**src/rtl/frame_sched_pkg.sv**
```systemverilog
// Shared definitions for the frame row scheduler: FSM state encoding,
// decimation encoding and default frame geometry.
package frame_sched_pkg;

  typedef enum logic [1:0] {
    ST_CURR = 2'b00,
    ST_LAST = 2'b01,
    ST_WAIT = 2'b10
  } sched_state_e;

  localparam logic [1:0] DECIM_1_1  = 2'd0;
  localparam logic [1:0] DECIM_2_1  = 2'd1;
  localparam logic [1:0] DECIM_4_1  = 2'd2;
  localparam logic [1:0] DECIM_RSVD = 2'd3;

  localparam int DEF_FRAME_W   = 640;
  localparam int DEF_FRAME_H   = 480;
  localparam int DEF_PIX_W     = 16;
  localparam int DEF_BUF_DEPTH = 64;

  // Log2 of the sampling step; the reserved code falls back to 1:1.
  function automatic logic [1:0] decim_shift(input logic [1:0] decim);
    case (decim)
      DECIM_2_1: return 2'd1;
      DECIM_4_1: return 2'd2;
      default:   return 2'd0;
    endcase
  endfunction

endpackage

```
**src/rtl/sched_sync_fifo.sv**
```systemverilog
// Single-clock first-word-fall-through FIFO; the head word is visible on o_dout
// whenever o_empty is low. A push while full is accepted only alongside a pop.
module sched_sync_fifo #(
  parameter int W     = 16,
  parameter int DEPTH = 64
) (
  input  logic         i_clk,
  input  logic         i_rst,
  input  logic         i_flush,
  input  logic         i_push,
  input  logic [W-1:0] i_din,
  input  logic         i_pop,
  output logic [W-1:0] o_dout,
  output logic         o_full,
  output logic         o_empty
);

  localparam int AW = $clog2(DEPTH);

  logic [W-1:0] r_mem [DEPTH];
  logic [AW:0]  r_wptr;
  logic [AW:0]  r_rptr;
  logic         w_do_push;
  logic         w_do_pop;

  assign w_do_pop  = i_pop && !o_empty;
  assign w_do_push = i_push && (!o_full || w_do_pop);

  always_ff @(posedge i_clk) begin
    if (i_rst || i_flush) begin
      r_wptr <= '0;
      r_rptr <= '0;
    end else begin
      if (w_do_push) r_wptr <= r_wptr + {{AW{1'b0}}, 1'b1};
      if (w_do_pop)  r_rptr <= r_rptr + {{AW{1'b0}}, 1'b1};
    end
  end

  always_ff @(posedge i_clk) begin
    if (w_do_push) r_mem[r_wptr[AW-1:0]] <= i_din;
  end

  assign o_dout  = r_mem[r_rptr[AW-1:0]];
  assign o_empty = (r_wptr == r_rptr);
  assign o_full  = (r_wptr[AW] != r_rptr[AW]) && (r_wptr[AW-1:0] == r_rptr[AW-1:0]);

endmodule

```
**src/rtl/frame_row_scheduler.sv**
```systemverilog
// Crops/decimates a raster pixel stream into a FIFO and sequences row writes,
// previous-row reads and compressor handoff. SCHED_DROP_CNT_EN adds o_drop_cnt.
module frame_row_scheduler
  import frame_sched_pkg::*;
#(
  parameter int FRAME_W   = DEF_FRAME_W,
  parameter int FRAME_H   = DEF_FRAME_H,
  parameter int PIX_W     = DEF_PIX_W,
  parameter int BUF_DEPTH = DEF_BUF_DEPTH
) (
  input  logic                         CLK,
  input  logic                         RST,
  input  logic                         i_pix_valid,
  input  logic [PIX_W-1:0]             i_pix,
  input  logic                         i_vsync,
  input  logic [$clog2(FRAME_W):0]     i_win_x0,
  input  logic [$clog2(FRAME_W):0]     i_win_w,
  input  logic [$clog2(FRAME_H):0]     i_win_y0,
  input  logic [$clog2(FRAME_H):0]     i_win_h,
  input  logic [1:0]                   i_decim,
  output logic                         o_wr_req,
  output logic [PIX_W-1:0]             o_wr_pix,
  input  logic                         i_wr_busy,
  output logic                         o_rd_req,
  input  logic                         i_rd_busy,
  input  logic                         i_cur_row_full,
  input  logic                         i_last_row_full,
  input  logic                         i_cmp_ready,
  input  logic                         i_out_full,
  output logic [1:0]                   o_state,
  output logic [$clog2(FRAME_H):0]     o_row_cnt,
`ifdef SCHED_DROP_CNT_EN
  output logic [15:0]                  o_drop_cnt,
`endif
  output logic                         o_overflow
);

  localparam int XW = $clog2(FRAME_W) + 1;
  localparam int YW = $clog2(FRAME_H) + 1;
  localparam int XE = XW + 1;
  localparam int YE = YW + 1;
  localparam logic [XW-1:0] C_X_MAX = XW'(FRAME_W - 1);
  localparam logic [YW-1:0] C_Y_MAX = YW'(FRAME_H - 1);
  localparam logic [XE-1:0] C_FW    = XE'(FRAME_W);
  localparam logic [YE-1:0] C_FH    = YE'(FRAME_H);

  logic [XW-1:0]    r_x, r_x0, r_w;
  logic [YW-1:0]    r_y, r_y0, r_h;
  logic [1:0]       r_decim;
  sched_state_e     r_state;
  logic             r_wr_req, r_rd_req, r_overflow;
  logic [PIX_W-1:0] r_wr_pix;
  logic [YW-1:0]    r_row_cnt;

  logic [XW-1:0]    w_w_clamp;
  logic [YW-1:0]    w_h_clamp;
  logic [XE-1:0]    w_x_end;
  logic [YE-1:0]    w_y_end;
  logic [1:0]       w_shift;
  logic [XW-1:0]    w_x_step, w_dx;
  logic [YW-1:0]    w_y_step, w_dy;
  logic             w_x_in, w_y_in, w_accept, w_row_last;
  logic             w_pop, w_drop, w_full, w_empty;
  logic [PIX_W-1:0] w_head;

  // Window clamp applied to the incoming config before it is latched.
  always_comb begin
    w_w_clamp = i_win_w;
    if ({1'b0, i_win_x0} >= C_FW) w_w_clamp = '0;
    else if (({1'b0, i_win_x0} + {1'b0, i_win_w}) > C_FW) w_w_clamp = XW'(C_FW - {1'b0, i_win_x0});
    else w_w_clamp = i_win_w;
    w_h_clamp = i_win_h;
    if ({1'b0, i_win_y0} >= C_FH) w_h_clamp = '0;
    else if (({1'b0, i_win_y0} + {1'b0, i_win_h}) > C_FH) w_h_clamp = YW'(C_FH - {1'b0, i_win_y0});
    else w_h_clamp = i_win_h;
  end

  assign w_shift    = decim_shift(r_decim);
  assign w_x_step   = XW'(1) << w_shift;
  assign w_y_step   = YW'(1) << w_shift;
  assign w_x_end    = {1'b0, r_x0} + {1'b0, r_w};
  assign w_y_end    = {1'b0, r_y0} + {1'b0, r_h};
  assign w_dx       = r_x - r_x0;
  assign w_dy       = r_y - r_y0;
  assign w_x_in     = (r_x >= r_x0) && ({1'b0, r_x} < w_x_end)
                      && ((w_dx & (w_x_step - XW'(1))) == '0);
  assign w_y_in     = (r_y >= r_y0) && ({1'b0, r_y} < w_y_end)
                      && ((w_dy & (w_y_step - YW'(1))) == '0);
  // The pixel arriving with i_vsync belongs to no frame and is ignored.
  assign w_accept   = i_pix_valid && !i_vsync && w_x_in && w_y_in;
  assign w_row_last = ({1'b0, r_x} + {1'b0, w_x_step}) >= w_x_end;
  assign w_pop      = (r_state == ST_CURR) && !i_cur_row_full && !i_wr_busy
                      && !w_empty && !i_vsync;
  assign w_drop     = w_accept && w_full && !w_pop;

  sched_sync_fifo #(.W(PIX_W), .DEPTH(BUF_DEPTH)) u_fifo (
    .i_clk   (CLK),
    .i_rst   (RST),
    .i_flush (i_vsync),
    .i_push  (w_accept),
    .i_din   (i_pix),
    .i_pop   (w_pop),
    .o_dout  (w_head),
    .o_full  (w_full),
    .o_empty (w_empty)
  );

  always_ff @(posedge CLK) begin
    if (RST || i_vsync) begin
      r_x <= '0;
      r_y <= '0;
    end else if (i_pix_valid) begin
      if (r_x == C_X_MAX) begin
        r_x <= '0;
        r_y <= (r_y == C_Y_MAX) ? '0 : r_y + YW'(1);
      end else begin
        r_x <= r_x + XW'(1);
      end
    end
  end

  always_ff @(posedge CLK) begin
    if (RST) begin
      r_x0    <= '0;
      r_y0    <= '0;
      r_w     <= XW'(FRAME_W);
      r_h     <= YW'(FRAME_H);
      r_decim <= DECIM_1_1;
    end else if (i_vsync) begin
      r_x0    <= i_win_x0;
      r_y0    <= i_win_y0;
      r_w     <= w_w_clamp;
      r_h     <= w_h_clamp;
      r_decim <= i_decim;
    end
  end

  always_ff @(posedge CLK) begin
    if (RST) begin
      r_state  <= ST_CURR;
      r_wr_req <= 1'b0;
      r_rd_req <= 1'b0;
      r_wr_pix <= '0;
    end else if (i_vsync) begin
      r_state  <= ST_CURR;
      r_wr_req <= 1'b0;
      r_rd_req <= 1'b0;
    end else begin
      case (r_state)
        ST_CURR: begin
          r_rd_req <= 1'b0;
          if (i_cur_row_full) begin
            r_state  <= ST_LAST;
            r_wr_req <= 1'b0;
          end else if (w_pop) begin
            r_wr_req <= 1'b1;
            r_wr_pix <= w_head;
          end else begin
            r_wr_req <= 1'b0;
          end
        end
        ST_LAST: begin
          r_wr_req <= 1'b0;
          if (i_last_row_full) begin
            r_state  <= ST_WAIT;
            r_rd_req <= 1'b0;
          end else if (!i_rd_busy && !r_rd_req) begin
            r_rd_req <= 1'b1;
          end else begin
            r_rd_req <= 1'b0;
          end
        end
        ST_WAIT: begin
          r_wr_req <= 1'b0;
          r_rd_req <= 1'b0;
          if (i_cmp_ready && !i_out_full) r_state <= ST_CURR;
        end
        default: begin
          r_state  <= ST_CURR;
          r_wr_req <= 1'b0;
          r_rd_req <= 1'b0;
        end
      endcase
    end
  end

  // A row completes on its last sampled pixel, whether it fit or was dropped.
  always_ff @(posedge CLK) begin
    if (RST || i_vsync) begin
      r_row_cnt  <= '0;
      r_overflow <= 1'b0;
    end else begin
      if (w_accept && w_row_last) r_row_cnt <= r_row_cnt + YW'(1);
      if (w_drop) r_overflow <= 1'b1;
    end
  end

`ifdef SCHED_DROP_CNT_EN
  logic [15:0] r_drop_cnt;

  always_ff @(posedge CLK) begin
    if (RST || i_vsync) r_drop_cnt <= 16'd0;
    else if (w_drop && (r_drop_cnt != 16'hFFFF)) r_drop_cnt <= r_drop_cnt + 16'd1;
  end

  assign o_drop_cnt = r_drop_cnt;
`endif

  assign o_state    = r_state;
  assign o_wr_req   = r_wr_req;
  assign o_wr_pix   = r_wr_pix;
  assign o_rd_req   = r_rd_req;
  assign o_row_cnt  = r_row_cnt;
  assign o_overflow = r_overflow;

endmodule

```
**config.mk**
```make
export PLATFORM = sky130hd
export DESIGN_NAME = frame_row_scheduler
export DESIGN_NICKNAME = d
export VERILOG_FILES = /design/src/rtl/frame_sched_pkg.sv /design/src/rtl/sched_sync_fifo.sv /design/src/rtl/frame_row_scheduler.sv
export SDC_FILE = /design/constraint.sdc
export NUM_CORES = 1
export LEC_CHECK = 0
export ABC_CLOCK_PERIOD_IN_PS = 5700
export CAP_MARGIN = 20
export CORE_MARGIN = 2
export CORE_UTILIZATION = 45
export CTS_CLUSTER_DIAMETER = 100
export DETAILED_ROUTE_END_ITERATION = 8
export PLACE_DENSITY = 0.72
export SLEW_MARGIN = 15
export SYNTH_ARGS = -nofsm -noshare
export SYNTH_HDL_FRONTEND = slang
export SYNTH_SLANG_ARGS = --single-unit
```
**constraint.sdc**
```tcl
create_clock -name CLK -period 5.7 [get_ports CLK]
set_clock_uncertainty 0.1 [all_clocks]
set_input_delay 1.14 -clock CLK [delete_from_list [all_inputs] [get_ports CLK]]
set_output_delay 1.14 -clock CLK [all_outputs]
set_load 0.1 [all_outputs]
```
==> run metrics, run 1 <==
measured slew at the worst slew-check pin 1.104 ns; cts hold-fix bufs 0; clock transition at the registers of the reported paths 0.06 ns; HPWL Detailed 72.43 mm; RSZ-0062 raised after global routing false; critical-path maximum fanout 19; Yosys warning count 0; io pins 101; Final Hold Fails 0; Die ar. 0.1074 sq mm; share of layout cells above drive strength 1 0.2428; adder-cell share of the synthesized area 0.03191; Core Area 0.1036 sq mm; Routed WL 115.1 mm; Finished Layout Cells 4,165; Avg WL per Cell 27.63 um; # fillers 8,044; Clock Tree Root clkbuf_16; most common cell after layout, fill and taps aside edfxtp_1; vias per inst 5.972; PortBufs 100; antenna violations before repair 5; Top FF cell, synth edfxtp_1; Clock Sinks 1,134; Hold Path Class reg -> reg; die width 327.7 um; syn nets 2,659; most frequent CP cell a21oi_1; crit path kind reg -> reg; vias in the first global route 24,951; Worst VDD drop 253.6 uV; number of enable flip-flop cells after synthesis 1,024; fin crit share 0.9507; WP data arrival 5.68 ns; DR vias 24,874; Post-route DRC 0; TritonCTS Buffers 109; hold depth 2; LEAKAGE 17.33 nW; grt total ovfl 0; placed cell count 3,963; worst skew pair latency 0.72 ns; most frequent cells in the layout 1,024 x edfxtp_1, 336 x mux4_2, 166 x nor2_1; Clock Path Buffers 3; number of register bits inferred by synthesis 1,134; crit-path cells ha_1, fa_1, a21o_1, a21oi_1, o21bai_1, a21oi_1, o21ai_0, a21o_1, a21oi_1, xor2_1, ha_1, or2_2, o311a_1, nor4_4, buf_4, nand3b_2, nor2_1, buf_4; P&R area growth vs syn 14.53%; drt initial violations 3,088; Reg2Reg Setup Slack 0.28 ns; reg2reg path depth 18; post-synthesis simple-gate area fraction 0.03809; fin nets 2,880; relative max-transition margin 0.2615; min Tclk post-route 5.419 ns; antenna-violating nets left 0; hold_sp o_row_cnt[9]$_SDFFE_PP0P_; crit end category flip-flop; Tot GR Track Use 0.2156; post-CTS sizing 0; Core Util, Final 0.5209; crit start category flip-flop; multiplexer area fraction after synthesis 0.1743; setup repair bufs after CTS 0; syn avg cell area 19.06 sq um; multi-input logic area 0.01350 sq mm; Slew Viols, Final 0; CTS tree built; final setup vio count 0; Initial Utilization 0.4548; Synth Cell Area 0.04714 sq mm; ys async rst share 0; post-synthesis sequential area ratio 0.6990; Synth Area in XOR/XNOR 0.01505; setup ws final 0.2809 ns; RR Endpoint u_fifo.r_mem[19][7]$_DFFE_PP_; setup tns final 0 ns; required time worst endpoint 5.96 ns; Die Ht 327.7 um; Setup WS pre-CTS 0.3896 ns; max_cap viols 0; post-synthesis cell type count 62; Compound-Gate Fraction of Synth Area 0.02612; largest net degree at the start of global routing 97; main combinational cell family by area after synthesis multiplexers; delay of the slowest critical-path stage 0.45 ns; H-tree depth 3; sequential cell area 0.03297 sq mm; First-pass DRT Iterations 5; FMAX 184.5 MHz; Rows 118; Power Dens Cells 314.8 mW/mm^2; Reg-to-Reg Start r_x0[0]$_SDFFE_PP0P_; Critical-path top delay cell nand3b_2; hold endpoint o_row_cnt[9]$_SDFFE_PP0P_; RePlAce Congestion 0.8974; first-pass GRT wire length 169.7 mm; Synth Instances 2,473; status completed
==> kinds of logic after synthesis <==
| family | Yosys count |
|---|---|
| flops | 1134 |
| mux | 401 |
| simple gates | 378 |
| compound gates | 196 |
| buf+inv | 167 |
| fa+ha+maj | 116 |
| xor+xnor | 81 |
==> worst max path at each step <==
| stage | startpoint | end | cells after the start |
|---|---|---|---|
| finish | r_x0[0]$_SDFFE_PP0P_ | u_fifo.r_mem[19][7]$_DFFE_PP_ | 18 |
| global route | r_x0[0]$_SDFFE_PP0P_ | u_fifo.r_mem[19][7]$_DFFE_PP_ | 18 |
| CTS | r_x0[0]$_SDFFE_PP0P_ | u_fifo.r_mem[19][15]$_DFFE_PP_ | 18 |
| detailed placement | r_x0[0]$_SDFFE_PP0P_ | u_fifo.r_mem[19][10]$_DFFE_PP_ | 18 |
| global placement | r_x0[0]$_SDFFE_PP0P_ | u_fifo.r_mem[19][10]$_DFFE_PP_ | 18 |
| floorplan | r_x0[0]$_SDFFE_PP0P_ | u_fifo.r_mem[32][0]$_DFFE_PP_ | 17 |
==> cells in the mapped netlist (3+ instances only) <==
library cell,number,share of area
a211oi_1,8,0.0013
a21oi_1,62,0.0066
a21o_1,19,0.0030
nand4_1,20,0.0027
nand4bb_1,4,0.00096
inv_1,53,0.0042
mux2i_1,65,0.014
xnor2_1,32,0.0059
ha_1,109,0.029
buf_6,5,0.0012
o211ai_1,5,0.00080
buf_2,18,0.0019
nand3_1,28,0.0030
nor2_1,175,0.014
or4_1,5,0.00080
o21a_1,5,0.00080
a211o_1,6,0.0011
xor2_1,49,0.0091
nor3_1,17,0.0018
nand4b_1,7,0.0013
a31o_2,9,0.0017
mux4_2,336,0.16
o2111ai_1,4,0.00074
dfxtp_1,110,0.047
o21ai_0,49,0.0052
nand2b_1,11,0.0015
nand3b_1,3,0.00048
buf_4,11,0.0018
o22ai_1,4,0.00053
clkbuf_1,62,0.0049
nand2_1,68,0.0054
nor4_1,3,0.00040
fa_1,7,0.0030
o21bai_1,3,0.00048
a2111oi_0,4,0.00074
and2_1,5,0.00066
a21boi_0,4,0.00064
a31oi_1,3,0.00040
edfxtp_1,1024,0.65
or2_2,7,0.00093
buf_1,18,0.0014
or3_1,10,0.0013
==> per-layer routing <==
layer  track usage  share of wire  vias to the layer above
met5             0        0.00011                        -
met4       0.05215          0.023                        2
met3       0.04378          0.089                      185
met2        0.3509           0.48                     1284
met1        0.3010           0.40                    12906
li1              -              -                    10497
==> power breakdown <==
group	internal, mW	leakage, nW	total (mW)	switching (mW)
combinational	0.194	5.45	0.570	0.376
sequential	9.07	10.1	9.09	0.0189
clock	4.19	1.78	7.34	3.15
==> final cells by class <==
type                       instances  share of cell area
sequential                      1134              0.6107
multi-input combinational       1172              0.2500
clock buffer                     133             0.05446
timing repair buffer             224             0.03518
tap                             1380             0.03198
clock inverter                    68             0.01395
inverter                          53            0.003685
antenna                            1          0.00004635
==> sequential cells by signal (all words and copies together) (netlist names) <==
signal,cells
o_row_cnt,10
u_fifo.r_rptr,7
o_wr_pix,16
o_wr_req,1
r_y0,10
u_fifo.r_wptr,7
r_w,11
o_rd_req,1
r_decim,2
u_fifo.r_mem,1024
r_x0,11
r_x,11
o_state,2
r_y,10
o_overflow,1
r_h,10
==> through the flow <==
| step | hold slack, ns | power (mW) | area [sq um] |
|---|---|---|---|
| 2_1_floorplan | 0.3291 | 9.533 | 47140 |
| 3_3_place_gp | 0.3517 | 9.809 | 50290 |
| 3_5_place_dp | 0.3604 | 9.838 | 50290 |
| 4_1_cts | 0.3806 | 17.11 | 53980 |
| 5_1_grt | 0.4007 | 17.47 | 53980 |
| 6_report | 0.3791 | 17.00 | 53990 |
==> critical path: cells and delay by family, from the launching register on <==
family | cells | cell delay [ns]
xor+xnor | 1 | 0.26
flops | 1 | 0.32
simple gates | 4 | 1.38
buf+inv | 2 | 0.60
compound gates | 8 | 1.43
fa+ha+maj | 3 | 0.96
Note: power is estimated with default switching activity, not from simulation.
==> inputs of run 2 (changes only) <==
- CORE_UTILIZATION: 45 -> 35
- PLACE_DENSITY: 0.72 -> 0.61
==> run 2 against run 1 <==
  * Register-to-register slack better by 0.16 ns
  * Cell count up 9.4%
  * Flip-flop and latch count is the same
  * Fmax is 3.1% higher
  * Hold slack worse by 0.0043 ns
  * Die area rose by 28%
  * Core utilization is 11 points lower
  * Via count is 1.6% lower
  * Clock power rose by 5.4%
  * Non-clock buffer count decreased by 10
  * Design area up 1.2%
  * Combinational power decreased by 0.9%
  * Critical path type unchanged
  * Largest power group unchanged
==> run metrics, run 2 (synthesis gave the netlist of run 1 again) <==
status completed; max reg flops 1,024 (unchanged); relative max-transition margin 0.2906 (+0.02908); # fillers 11,661 (+45%); setup tns final 0 ns (unchanged); vias in the first global route 24,557 (-1.6%); Worst VDD drop 272.6 uV (+7.5%); post-CTS sizing 0 (unchanged); Hold Path Class reg -> reg; H-tree depth 3 (unchanged); grt total ovfl 0 (unchanged); required time worst endpoint 6.00 ns (+0.04 ns); crit-path cells ha_1, fa_1, a21o_1, a21oi_1, o21bai_1, a21oi_1, o21ai_0, a21o_1, a21oi_1, xor2_1, ha_1, or2_2, o311a_1, nor4_4, buf_4, nand3b_2, nor2_1, buf_4; Rows 134 (+14%); LEAKAGE 17.44 nW (+0.67%); Clock Tree Root clkbuf_16; Clock Path Buffers 3 (unchanged); share of layout cells above drive strength 1 0.2431 (+0.0002818); most frequent CP cell a21oi_1; P&R area growth vs syn 15.93%; FMAX 190.2 MHz (+3.1%); most common cell after layout, fill and taps aside edfxtp_1; antenna-violating nets left 0 (unchanged); measured slew at the worst slew-check pin 1.061 ns (-0.04348 ns); Initial Utilization 0.3528 (-0.1020); Finished Layout Cells 4,558 (+9.4%); crit end category flip-flop; RSZ-0062 raised after global routing false; max_cap viols 0 (unchanged); overall power 17.40 mW (+2.4%); PortBufs 100 (unchanged); HPWL Detailed 75.06 mm (+3.6%); fin crit share 0.9224 (-0.02834); Die Ht 371.0 um (+13%); First-pass DRT Iterations 7 (+2); setup ws final 0.4425 ns (+0.1615 ns); Critical-path top delay cell nand3b_2; crit start category flip-flop; fin nets 2,877 (-0.10%); TritonCTS Buffers 116 (+6.4%); most frequent cells in the layout 1,024 x edfxtp_1, 336 x mux4_2, 170 x nor2_1; Setup WS pre-CTS 0.3691 ns (-0.02047 ns); delay of the slowest critical-path stage 0.44 ns (about the same); Tot GR Track Use 0.1694 (-0.04618); Core Area 0.1336 sq mm (+29%); worst skew pair latency 0.72 ns (about the same); CTS tree built; DR vias 24,472 (-1.6%); cts hold-fix bufs 0 (unchanged); WP data arrival 5.56 ns (-0.12 ns); Avg WL per Cell 25.70 um (-7.0%); min Tclk post-route 5.258 ns (-0.1615 ns); Slew Viols, Final 0 (unchanged); io pins 101 (unchanged); Power Dens Cells 318.4 mW/mm^2 (+1.1%); largest net degree at the start of global routing 87 (-10%); clock transition at the registers of the reported paths 0.06 ns (about the same); setup repair bufs after CTS 0 (unchanged); Final Hold Fails 0 (unchanged); first-pass GRT wire length 172.1 mm (+1.4%); Post-route DRC 0 (unchanged); Clock Sinks 1,134 (unchanged); antenna violations before repair 0 (-5); drt initial violations 2,312 (-25%); crit path kind reg -> reg; placed cell count 4,341 (+9.5%); Routed WL 117.2 mm (+1.8%); final setup vio count 0 (unchanged); critical-path maximum fanout 19 (unchanged); Die ar. 0.1376 sq mm (+28%); RePlAce Congestion 0.8422 (-6.2%); die width 371.0 um (+13%); vias per inst 5.369 (-10%)
run 2: stage by stage:
step	instance area (sq um)	utilization	hold slack, ns
floorplan	47140	-	0.3291
global placement	50720	0.3796	0.3521
detailed placement	50720	0.3796	0.3586
CTS	54640	0.4089	0.3733
global route	54650	0.4090	0.4034
finish	54650	0.4090	0.3748
run 2: power breakdown:
part / internal, mW / switching [mW]
Combinational: 0.194 / 0.371
Clock: 4.50 / 3.24
Sequential: 9.07 / 0.0194
Total: 13.8 / 3.63
run 2: path summary, 6_finish.rpt:
kind,from,end,slack (ns),cells after the start
setup / recovery,r_x0[0]$_SDFFE_PP0P_,u_fifo.r_mem[8][0]$_DFFE_PP_,0.44,18
hold / removal,r_h[4]$_SDFFE_PP0P_,r_h[4]$_SDFFE_PP0P_,0.37,2
setup reg to reg,r_x0[0]$_SDFFE_PP0P_,u_fifo.r_mem[8][0]$_DFFE_PP_,0.44,18
hold reg to reg,r_h[4]$_SDFFE_PP0P_,r_h[4]$_SDFFE_PP0P_,0.37,2
run 2: cell type report:
type / count / area, sq um / share of cell area
well taps: 1768 / 2212 / 0.04048
clock buffers: 129 / 2973 / 0.05440
clock inverters: 87 / 942.2 / 0.01724
flip-flops and latches: 1134 / 32970 / 0.6032
multi-input cells: 1172 / 13500 / 0.2470
repair buffers: 214 / 1857 / 0.03398
inverters: 53 / 198.9 / 0.003640
diodes: 1 / 2.502 / 0.00004579
run 2: critical path: cells and delay by family, from the launching register on:
family,cells,cell delay [ns]
adder cells (fa/ha/maj),3,0.92
AND/OR/NAND/NOR,4,1.34
AO/OA/AOI/OAI,8,1.44
buffers and inverters,2,0.57
XOR/XNOR,1,0.23
flip-flops,1,0.33
run 2: metal layers:
| layer | up-vias | track usage | part of all wire |
|---|---|---|---|
| li1 | 10498 | - | - |
| met1 | 12946 | 0.2425 | 0.43 |
| met2 | 899 | 0.2735 | 0.48 |
| met3 | 129 | 0.02503 | 0.065 |
| met4 | 0 | 0.03940 | 0.019 |
| met5 | - | 0 | 0 |
==> inputs of run 3 (changes only) <==
--- a/config.mk
+++ b/config.mk
@@ -8,3 +8,3 @@
 export ABC_CLOCK_PERIOD_IN_PS = 5700
-export CAP_MARGIN = 20
+export CAP_MARGIN = 40
 export CORE_MARGIN = 2
--- a/constraint.sdc
+++ b/constraint.sdc
@@ -4,2 +4,2 @@
 set_output_delay 1.14 -clock CLK [all_outputs]
-set_load 0.1 [all_outputs]
+set_load 0.005 [all_outputs]
==> run 3 against run 2 <==
  * Combinational power rose by 3%
  * Critical path depth did not move
  * Via count rose by 0.42%
  * Count of clock-buffer cells in the layout rose by 9
  * Register-to-register slack barely moved
  * Sequential power barely moved
  * Clock power fell by 0.8%
  * Global-route usage barely moved
  * Worst setup slack improved by 0.0089 ns
  * Sequential share of layout area fell by 0.36 points
  * Largest power group unchanged
==> run metrics, run 3 (synthesis gave the netlist of run 1 again) <==
status completed; Power Dens Cells 315.6 mW/mm^2 (-0.86%); crit end category flip-flop; hold depth 2 (unchanged); hold_sp r_h[4]$_SDFFE_PP0P_; Avg WL per Cell 25.61 um (-0.36%); Routed WL 117.0 mm (-0.14%); most frequent cells in the layout 1,024 x edfxtp_1, 336 x mux4_2, 170 x nor2_1; hold endpoint r_h[4]$_SDFFE_PP0P_; WP data arrival 5.51 ns (-0.05 ns); Clock Tree Root clkbuf_16; Clock Path Buffers 3 (unchanged); Reg-to-Reg Start r_x0[0]$_SDFFE_PP0P_; sequential cell area 0.03297 sq mm (unchanged); Rows 134 (unchanged); antenna-violating nets left 0 (unchanged); Switch Pwr 3.634 mW (+0.10%); fin nets 2,889 (+0.42%); Die Ht 371.0 um (unchanged); Slew Viols, Final 0 (unchanged); Core Area 0.1336 sq mm (unchanged); antenna violations before repair 2 (+2); CTS tree built; grt total ovfl 0 (unchanged); crit start category flip-flop; DR vias 24,575 (+0.42%); min Tclk post-route 5.249 ns (-0.008883 ns); measured slew at the worst slew-check pin 0.8866 ns (-0.1742 ns); TritonCTS Buffers 115 (-0.86%); LEAKAGE 17.57 nW (+0.74%); Clock Sinks 1,134 (unchanged); reg2reg path depth 18 (unchanged); P&R area growth vs syn 16.62%; RePlAce Congestion 0.8422 (unchanged); Hold Path Class reg -> reg; vias per inst 5.380 (+0.20%); Die ar. 0.1376 sq mm (unchanged); WHS 0.3742 ns (-0.0006010 ns); crit path kind reg -> reg; Finished Layout Cells 4,568 (+0.22%); # fillers 11,591 (-0.60%); Tot GR Track Use 0.1698 (+0.0003329); sw frac 0.2095 (+0.0007875); final setup vio count 0 (unchanged); HPWL Detailed 75.09 mm (about the same); First-pass DRT Iterations 7 (unchanged); logic gate share of total power 0.034 (+0.002); io pins 101 (unchanged); Initial Utilization 0.3528 (unchanged); placed cell count 4,343 (+0.046%); RR Endpoint u_fifo.r_mem[16][11]$_DFFE_PP_; share of layout cells above drive strength 1 0.2462 (+0.003061); cell-internal power 13.72 mW (-0.37%); critical-path maximum fanout 19 (unchanged); Worst VDD drop 284.9 uV (+4.5%); H-tree depth 3 (unchanged); max_cap viols 0 (unchanged); PortBufs 100 (unchanged); vias in the first global route 24,657 (+0.41%); required time worst endpoint 5.96 ns (-0.04 ns); FMAX 190.5 MHz (+0.17%); max reg flops 1,024 (unchanged); die width 371.0 um (unchanged); Seq pwr share 0.524 (+0.002); worst skew pair latency 0.71 ns (about the same); fin crit share 0.9208 (-0.001558); Final Hold Fails 0 (unchanged); relative max-transition margin 0.4089 (+0.1183); Clk network pwr share 0.443 (-0.002); most common cell after layout, fill and taps aside edfxtp_1; Reg2Reg Setup Slack 0.45 ns (about the same); largest net degree at the start of global routing 87 (unchanged); RSZ-0062 raised after global routing false; clock transition at the registers of the reported paths 0.06 ns (about the same); Post-route DRC 0 (unchanged); multi-input logic area 0.01350 sq mm (unchanged); setup repair bufs after CTS 0 (unchanged); drt initial violations 2,456 (+6.2%); setup tns final 0 ns (unchanged); first-pass GRT wire length 172.6 mm (+0.31%)
==> run 3: cell count changes in the layout (fill, tap and decap cells not counted), sizes merged <==
cell	delta
buf	+13
clkbuf	+9
inv	-5
clkinv	-4
bufinv	-3
==> run 3: per-stage QoR <==
stage / cell area, sq um / total power [mW] / utilization / setup slack, ns
after global routing: 54970 / 17.87 / 0.4114 / 0.1064
after CTS: 54690 / 17.50 / 0.4093 / 0.3842
final: 54970 / 17.35 / 0.4114 / 0.4514
after detailed placement: 50780 / 9.833 / 0.3800 / 0.3743
after floorplan: 47140 / 9.529 / - / 0.6644
after global placement: 50720 / 9.811 / 0.3796 / 0.3689
==> run 3: power groups by stage <==
stage                     logic, mW  clock network (mW)  registers, mW
after floorplan               0.268                   0           9.26
after global placement        0.546                   0           9.26
after detailed placement      0.567                   0           9.27
after CTS                     0.569                7.84           9.09
after global routing          0.645                8.15           9.08
final                         0.584                7.68           9.09
==> run 3: worst max path at each step <==
stage	start	to	slack (ns)	cells past startpoint
global route	r_x0[0]$_SDFFE_PP0P_	u_fifo.r_mem[16][11]$_DFFE_PP_	0.11	18
global placement	r_x0[0]$_SDFFE_PP0P_	u_fifo.r_mem[11][6]$_DFFE_PP_	0.37	18
floorplan	r_x0[0]$_SDFFE_PP0P_	u_fifo.r_mem[32][0]$_DFFE_PP_	0.66	17
finish	r_x0[0]$_SDFFE_PP0P_	u_fifo.r_mem[16][11]$_DFFE_PP_	0.45	18
CTS	r_x0[0]$_SDFFE_PP0P_	u_fifo.r_mem[11][14]$_DFFE_PP_	0.38	18
detailed placement	r_x0[0]$_SDFFE_PP0P_	u_fifo.r_mem[11][6]$_DFFE_PP_	0.37	18
==> run 3: what timing repair did <==
item / in CTS / in global routing
endpoints found under the setup margin: 0 / 14
resized for setup: 0 / 1
hold buffers: 0 / 0
==> run 3: metal layers <==
metal,vias to the layer above,share of wire,track usage
li1,10522,-,-
met1,13052,0.44,0.2424
met2,875,0.48,0.2767
met3,126,0.062,0.02649
met4,0,0.017,0.03301
met5,-,0,0
==> run 3: layout make-up <==
class,count,share of cell area
Tap cell,1768,0.04024
Clock buffer,138,0.05544
Clock inverter,75,0.01580
Antenna cell,1,0.00004552
Inverter,53,0.003619
Timing Repair Buffer,227,0.03965
Multi-Input combinational cell,1172,0.2455
Sequential cell,1134,0.5997
==> run 3: critical path: stages (launching register included) <==
cell      delay [ns]
dfxtp_1         0.33
ha_1            0.24
fa_1            0.41
a21o_1          0.18
a21oi_1         0.22
o21bai_1        0.09
a21oi_1         0.22
o21ai_0         0.18
a21o_1          0.20
a21oi_1         0.17
xor2_1          0.24
ha_1            0.28
or2_2           0.31
o311a_1         0.19
nor4_4          0.29
buf_4           0.30
nand3b_2        0.42
nor2_1          0.24
buf_4           0.29
